[src/rtl/shift_seq_pkg.sv]
// Shared constants and types for the shift_seq_32 sequencer.
// Optional macro: SHIFT_SEQ_SELFCHECK_EN enables the single-step shifter
// self-check in shift_seq_32.
package shift_seq_pkg;

  localparam int WIDTH = 32;
  localparam int AMT_W = 5;

  typedef enum logic [1:0] {
    IDLE  = 2'd0,
    SHIFT = 2'd1,
    FIN   = 2'd2
  } state_e;

  // One-hot shifter select, bit order {L, NO, R}.
  typedef enum logic [2:0] {
    SEL_L  = 3'b100,
    SEL_NO = 3'b010,
    SEL_R  = 3'b001
  } sel_e;

  // Select the shifter should see while the sequencer sits in state s.
  function automatic sel_e sel_decode(state_e s, logic dir_left);
    sel_e sel;
    sel = SEL_NO;
    if (s == SHIFT) begin
      sel = dir_left ? SEL_L : SEL_R;
    end
    return sel;
  endfunction

endpackage

[src/rtl/shift_sel_drv.sv]
// Shifter select driver: turns the sequencer's next state and direction
// into the registered one-hot select and its three complements. The
// selects come straight from flops, so they never glitch on state changes.
module shift_sel_drv
  import shift_seq_pkg::*;
(
  input  logic   clk,
  input  logic   reset,
  input  state_e next_state,
  input  logic   next_dir,
  output logic   l_shift,
  output logic   no_shift,
  output logic   r_shift,
  output logic   left_not,
  output logic   old_not,
  output logic   right_not
);

  sel_e sel_d;
  sel_e sel_q;

  // Decode the select that belongs to the state being entered.
  always_comb begin
    // NOTE: every combinational output gets a default first so no latch is inferred.
    sel_d = SEL_NO;
    sel_d = sel_decode(next_state, next_dir);
  end

  // Register the select alongside the state so both change on the same edge.
  always_ff @(posedge clk) begin
    // NOTE: sequential state uses non-blocking assignments only, so every flop samples pre-edge values.
    if (reset) begin
      sel_q <= SEL_NO;
    end else begin
      sel_q <= sel_d;
    end
  end

  assign l_shift   = sel_q[2];
  assign no_shift  = sel_q[1];
  assign r_shift   = sel_q[0];
  assign left_not  = ~sel_q[2];
  assign old_not   = ~sel_q[1];
  assign right_not = ~sel_q[0];

endmodule

[src/rtl/shift_seq_32.sv]
// Iterative multi-position shift sequencer in front of a 32-bit single-step
// shifter. Holds the operand, drives the shifter select for AMT cycles and
// captures SH_OUT each cycle, giving an AMT-position logical shift.
// Optional macro: SHIFT_SEQ_SELFCHECK_EN -- compares SH_OUT against an
// internal one-position shift during SHIFT and raises sticky ERR on mismatch.
module shift_seq_32
  import shift_seq_pkg::*;
(
  input  logic             CLK,
  input  logic             RESET,
  input  logic             START,
  input  logic             DIR_LEFT,
  input  logic [AMT_W-1:0] AMT,
  input  logic [WIDTH-1:0] DATA_IN,
  input  logic [WIDTH-1:0] SH_OUT,
  output logic [WIDTH-1:0] SH_IN,
  output logic             L_SHIFT,
  output logic             NO_SHIFT,
  output logic             R_SHIFT,
  output logic             LEFT_NOT,
  output logic             OLD_NOT,
  output logic             RIGHT_NOT,
  output logic             BUSY,
  output logic             DONE,
  output logic [WIDTH-1:0] RESULT,
  output logic             ERR
);

  state_e           state_q;
  state_e           state_d;
  logic [WIDTH-1:0] op_q;
  logic [AMT_W-1:0] count_q;
  logic             dir_q;
  logic             dir_d;

  logic             accept;
  assign accept = (state_q == IDLE) && START;

  // State register.
  always_ff @(posedge CLK) begin
    if (RESET) begin
      state_q <= IDLE;
    end else begin
      state_q <= state_d;
    end
  end

  // Next-state decode; START only matters in IDLE, exit SHIFT on the last step.
  always_comb begin
    state_d = state_q;
    unique case (state_q)
      IDLE:    if (START) state_d = (AMT == '0) ? FIN : SHIFT;
      SHIFT:   if (count_q == AMT_W'(1)) state_d = FIN;
      FIN:     state_d = IDLE;
      default: state_d = IDLE;
    endcase
  end

  // Operand, remaining count and direction: load on accept, step in SHIFT.
  always_ff @(posedge CLK) begin
    // NOTE: the operand register is a plain register, not a memory, so it is reset and SH_IN is 0 out of reset.
    if (RESET) begin
      op_q    <= '0;
      count_q <= '0;
      dir_q   <= 1'b0;
    end else if (accept) begin
      op_q    <= DATA_IN;
      count_q <= AMT;
      dir_q   <= DIR_LEFT;
    end else if (state_q == SHIFT) begin
      op_q    <= SH_OUT;
      count_q <= count_q - AMT_W'(1);
    end
  end

  // Direction the select driver must use for the state being entered.
  always_comb begin
    dir_d = accept ? DIR_LEFT : dir_q;
  end

  shift_sel_drv u_sel_drv (
    .clk        (CLK),
    .reset      (RESET),
    .next_state (state_d),
    .next_dir   (dir_d),
    .l_shift    (L_SHIFT),
    .no_shift   (NO_SHIFT),
    .r_shift    (R_SHIFT),
    .left_not   (LEFT_NOT),
    .old_not    (OLD_NOT),
    .right_not  (RIGHT_NOT)
  );

  assign SH_IN  = op_q;
  assign RESULT = op_q;
  assign BUSY   = (state_q == SHIFT);
  assign DONE   = (state_q == FIN);

`ifdef SHIFT_SEQ_SELFCHECK_EN
  logic [WIDTH-1:0] exp_step;
  logic             err_q;

  // Expected single-position result of the downstream stage.
  always_comb begin
    exp_step = dir_q ? (op_q << 1) : (op_q >> 1);
  end

  // Sticky error flag, cleared only by RESET.
  always_ff @(posedge CLK) begin
    if (RESET) begin
      err_q <= 1'b0;
    end else if ((state_q == SHIFT) && (SH_OUT != exp_step)) begin
      err_q <= 1'b1;
    end
  end

  assign ERR = err_q;
`else
  assign ERR = 1'b0;
`endif

endmodule
[config.mk]
export PLATFORM = sky130hd
export DESIGN_NAME = shift_seq_32
export DESIGN_NICKNAME = d
export VERILOG_FILES = /design/src/rtl/shift_seq_pkg.sv /design/src/rtl/shift_sel_drv.sv /design/src/rtl/shift_seq_32.sv
export SDC_FILE = /design/constraint.sdc
export NUM_CORES = 1
export LEC_CHECK = 0
export CORE_MARGIN = 1
export CORE_UTILIZATION = 30
export CTS_BUF_LIST = sky130_fd_sc_hd__clkbuf_8 sky130_fd_sc_hd__clkbuf_16
export CTS_CLUSTER_DIAMETER = 50
export DETAILED_ROUTE_END_ITERATION = 16
export PLACE_DENSITY = 0.71
export SLEW_MARGIN = 20
export SYNTH_ARGS = -nofsm -noshare
export SYNTH_HDL_FRONTEND = slang
export SYNTH_SLANG_ARGS = --single-unit
[constraint.sdc]
create_clock -name CLK -period 3.6 [get_ports CLK]
set_clock_uncertainty 0.05 [all_clocks]
set_input_delay 0.9 -clock CLK [delete_from_list [all_inputs] [get_ports CLK]]
set_output_delay 0.9 -clock CLK [all_outputs]
set_load 0.02 [all_outputs]
# --- Word level (Yosys, flattened, before mapping) ---
# Cells that the tools add are included.
totals:
  ff_bits: 43
  in_bits: 73
  elab_cells: 29
op_classes:
  n_addsub: 1
  n_eq_ne: 4
  muxes: 10
  n_bitwise: 4
  n_reduce_logical: 5
op_table:
  columns: ["operator", "n"]
  rows:
  - ["two-way mux 32 bit", 2]
  - ["two-way mux 5 bit", 2]
  - ["two-way mux 2 bit", 3]
  - ["== test 5 x 1 -> 1 bit (second input constant)", 1]
  - ["zero test 5 bit", 1]
  - ["subtractor 5 x 1 -> 5 bit (second input constant)", 1]
  - ["== test 2 x 1 -> 1 bit (second input constant)", 2]
  - ["inverter 1 bit", 4]
  - ["case mux 2 bit (2 select lines)", 1]
  - ["two-way mux 3 bit", 1]
  - ["== test 2 bit (second input constant)", 1]
  - ["zero test 2 bit", 1]
  - ["nonzero test 2 bit", 1]
  - ["OR reduction 2 bit", 1]
  - ["logical AND 1 bit", 1]
  - ["two-way mux 1 bit", 1]

# --- Longest topological paths before layout ---
depth:
  ltp_word: 7
  mapped_depth: 6
  mapped_depth_nobuf: 5

# --- Modules after synthesis ---
# A second synthesis with hierarchy kept.
hier_totals:
  hier_cells: 248
  area_unflattened_um2: 2294.7
modules_own_cells:
  columns: ["module", "n_inst", "cells_each", "area_each_um2", "seq_area_each_um2"]
  rows:
  - ["shift_seq_32", 1, 239, 2193.4, 800.8]
  - ["shift_sel_drv", 1, 9, 101.3, 60.1]

# --- Worst setup path after synthesis ---
# Ideal clock, no wire load.
synth_path:
  kind: "in2reg"
  start: "input port START"
  end: "register count_q[2]"
  setup_time_ps: 122
  arrival_time_ps: 1878
  slack_ps: 1551
  path_stages: 6
  n_path_buf: 3
  path_cell_list: "buf_4 -> or3b_1 -> buf_6 -> buf_2 -> o221ai_1 -> a21oi_1"
synth_between:
  elab_chain_cells: 2
  word_cells_on_any_way: 3
synth_lines:
  columns: ["item", "line", "rtl"]
  rows:
  - ["start, declared", "shift_seq_32.sv:11", "input logic START,"]
  - ["logical AND 1 bit *", "shift_seq_32.sv:37", "assign accept = (state_q == IDLE) && START;"]
  - ["two-way mux 5 bit or nonzero test 2 bit (tied branches)", null, null]
  - ["end signal, assigned", "shift_seq_32.sv:72", "count_q <= count_q - AMT_W'(1);"]
  - ["end, declared", "shift_seq_32.sv:32", "logic [AMT_W-1:0] count_q;"]
# Mark *: on every way between the ends. The rest lies on a longest branch, timed or not.
# A chain may end at the register's enable or synchronous reset.

# --- Final worst setup path ---
layout_path:
  start: "input port START"
  end: "register op_q[15], in the netlist RESULT[15]"
layout_between:
  elab_chain_cells: 2
  word_cells_on_any_way: 3
layout_lines:
  columns: ["item", "line", "rtl"]
  rows:
  - ["logical AND 1 bit *", "shift_seq_32.sv:37", null]
  - ["two-way mux 32 bit or nonzero test 2 bit (tied branches)", null, null]
  - ["end signal, assigned", "shift_seq_32.sv:63", "op_q <= '0;"]
  - ["end signal, assigned", "shift_seq_32.sv:67", "op_q <= DATA_IN;"]
  - ["end signal, assigned", "shift_seq_32.sv:71", "op_q <= SH_OUT;"]
  - ["end, declared", "shift_seq_32.sv:31", "logic [WIDTH-1:0] op_q;"]
# Marked as above.

==> run metrics <==
largest net degree at the start of global routing=38; dpl ws=0.547 ns; slew of the pin with the lowest slew margin=between 0.6 and 0.7 ns; hpwl dp=between 4000 and 5000 um; RSZ-0062 raised after global routing=no; Fmax=between 300 and 400 MHz; CP delay by family, top=buffers and inverters; ranking of synthesized cells by area=dfxtp_1 (38%), nand2_1 (11%), buf_4 (11%); CTS max path bufs=2; vias in the first global route=about 2100; final setup margin=around 0.84 ns; DR iter-0 viols=slightly below 80; HP Start=dir_q; Post-Syn Area=approximately 2300 um2; YS warnings=0; Worst Path Buf+Inv=2; Slew Limit Fails=0; count of hold-fix buffers inserted at cts=0; Crit path required time=3.73 ns; initial core utilization=0.313; CP cell instances=clkdlybuf4s50_1 > or3b_1 > buf_4 > nand2_1 > a311oi_1; Worst Hold Class=flip-flop to flip-flop; Tmin final=between 2 and 3 ns; commonest cells in the netlist=nand2_1 (69), dfxtp_1 (43), nor2_1 (35); Gate Count Post-Synth=between 200 and 300; Seq cells post-synth=between 40 and 50; GPL Wtd Cong=between 0.8 and 0.9; post-synth net total=around 360; total detailed-routing wirelength=about 6600 um; first-pass GRT wire length=9840 um; fin nets=around 460; drc violations=0; Finish-stage setup viols=0; CP Launch Point=START; Die W=between 80 and 90 um; maxcap violations=0; Reg-to-Reg Start=state_q[0]; CTS buffer count=5; maximum vdd drop=approximately 0.15 mV; asr flop ratio synth=0; via count=approximately 2300; Vias/cell=a little under 5; worst hold slack=about 0.43 ns; post-route cell area=3610 um2; n_diodes=0; Total GRT Usage=0.158; core area=approximately 7300 um2; initial antenna violation count=0; Post-Route Utilization=0.492; area share of the largest cell type after synthesis=0.375; root buffer cell=clkbuf_8; mean routed wirelength per cell=13.6 um; clk_lat worst skew=approximately 0.29 ns; placed cell areas=3520 um2; Crit path arrival time=between 2 and 3 ns; area grow syn2layout=57.3%; port bufs=around 140; maximum fanout along the worst path=19; layout cells sized above 1=0.0567; DR pass1 iterations=4; Yosys cell types=39; endpoint class of the critical path=flip-flop; Post-synth EDFFs=0; CTS tree=built; die height=approximately 89 um; Synth Flop Type=dfxtp_1; Die Area=8000 um2; power per cell area=approximately 410 nW/um2; postcts setup bufs=0; I/O Pins=around 150; post_cts resized=0; Mean Syn Cell Area=~8.0 um2; dominant cell by count in the synthesized netlist=nand2_1; fin crit share=0.768; P_leak=about 1.4 nW; total negative slack=0 ns; post-synth top area cell=dfxtp_1; Worst slew margin=0.539; GRT overflow=0; run status=finished clean; clk sinks=between 40 and 50; H-tree depth=2; Worst path slowest cell=or3b_1; Reg clk slew, reported paths=around 0.08 ns; Max stage delay on crit path=0.69 ns; post-route ant nets=0; CP Launch Type=primary input; Seq/Total Area, Yosys=0.375; Core Rows=31; Hold Fails Final Rpt=0; WS Path Type=primary input to flip-flop
-- worst paths after layout --
| path | cells after the start | to | slack (ns) |
|---|---|---|---|
| worst min-delay path | 2 | dir_q | 0.43 |
| worst min register to register | 2 | dir_q | 0.43 |
| worst max-delay path | 5 | RESULT[15] | 0.84 |
| worst max register to register | 4 | RESULT[15] | 1.43 |
-- worst min-delay path, cell delays in order, from the launching register on --
cell	delay, ns
dfxtp_1	0.33
nand2_1	0.06
a21oi_1	0.05
-- layout make-up --
cell class	count	area, um2
Clock buffer	6	82.6
Clock inverter	1	5.00
Fill cell	713	3720
Inverter	9	33.8
Multi-Input combinational cell	179	1020
Sequential cell	43	861
Tap cell	99	124
Timing Repair Buffer	150	1480
-- cell usage in the layout, fill, tap and decap left out, types with 2 or more instances in the layout --
cell type and instances:
clkdlybuf4s50_1 143, nand2_1 69, dfxtp_1 43, nor2_1 35, a311oi_1 27, inv_1 9
a21oi_1 7, clkbuf_8 6, buf_4 6, a21o_1 4, a311oi_2 4, o21ai_0 3
nor4b_1 2, nor4_1 2, a32oi_1 2, o32ai_1 2, ha_1 2
-- metrics by stage --
step / power [mW] / instances
floorplan: 0.943 / 286
global placement: 1.17 / 480
detailed placement: 1.18 / 480
CTS: 1.50 / 487
global route: 1.57 / 487
finish: 1.48 / 487
-- cells by family (layout without fill, tap and decap cells) --
kind of cell | count (synthesis) | in the layout | synth area share
flip-flops | 43 | 43 | 0.375
buffers and inverters | 64 | 166 | 0.180
other | 1 | 1 | 0.00164
AND/OR/NAND/NOR | 116 | 116 | 0.213
adder cells (fa/ha/maj) | 2 | 2 | 0.0109
AO/OA/AOI/OAI | 60 | 60 | 0.219
-- layer usage --
| metal | vias to the layer above | GRT usage | part of all wire |
|---|---|---|---|
| met1 | 1080 | 0.196 | 0.43 |
| met2 | 110 | 0.276 | 0.49 |
| li1 | 1154 | - | - |
| met4 | 0 | 0.0361 | 0.0038 |
| met5 | - | 0 | 0 |
| met3 | 4 | 0.0379 | 0.076 |
-- flip-flops by register name (all words and copies together) (netlist names) --
name	flops
state_q	2
u_sel_drv.sel_q	3
RESULT	32
count_q	5
dir_q	1
-- report_power, final --
part	switching [mW]	internal [mW]	leakage, nW
clock network	0.163	0.151	0.0470
registers	0.0513	0.532	0.357
logic	0.284	0.296	0.985
Power figures use the tool's default switching activity.
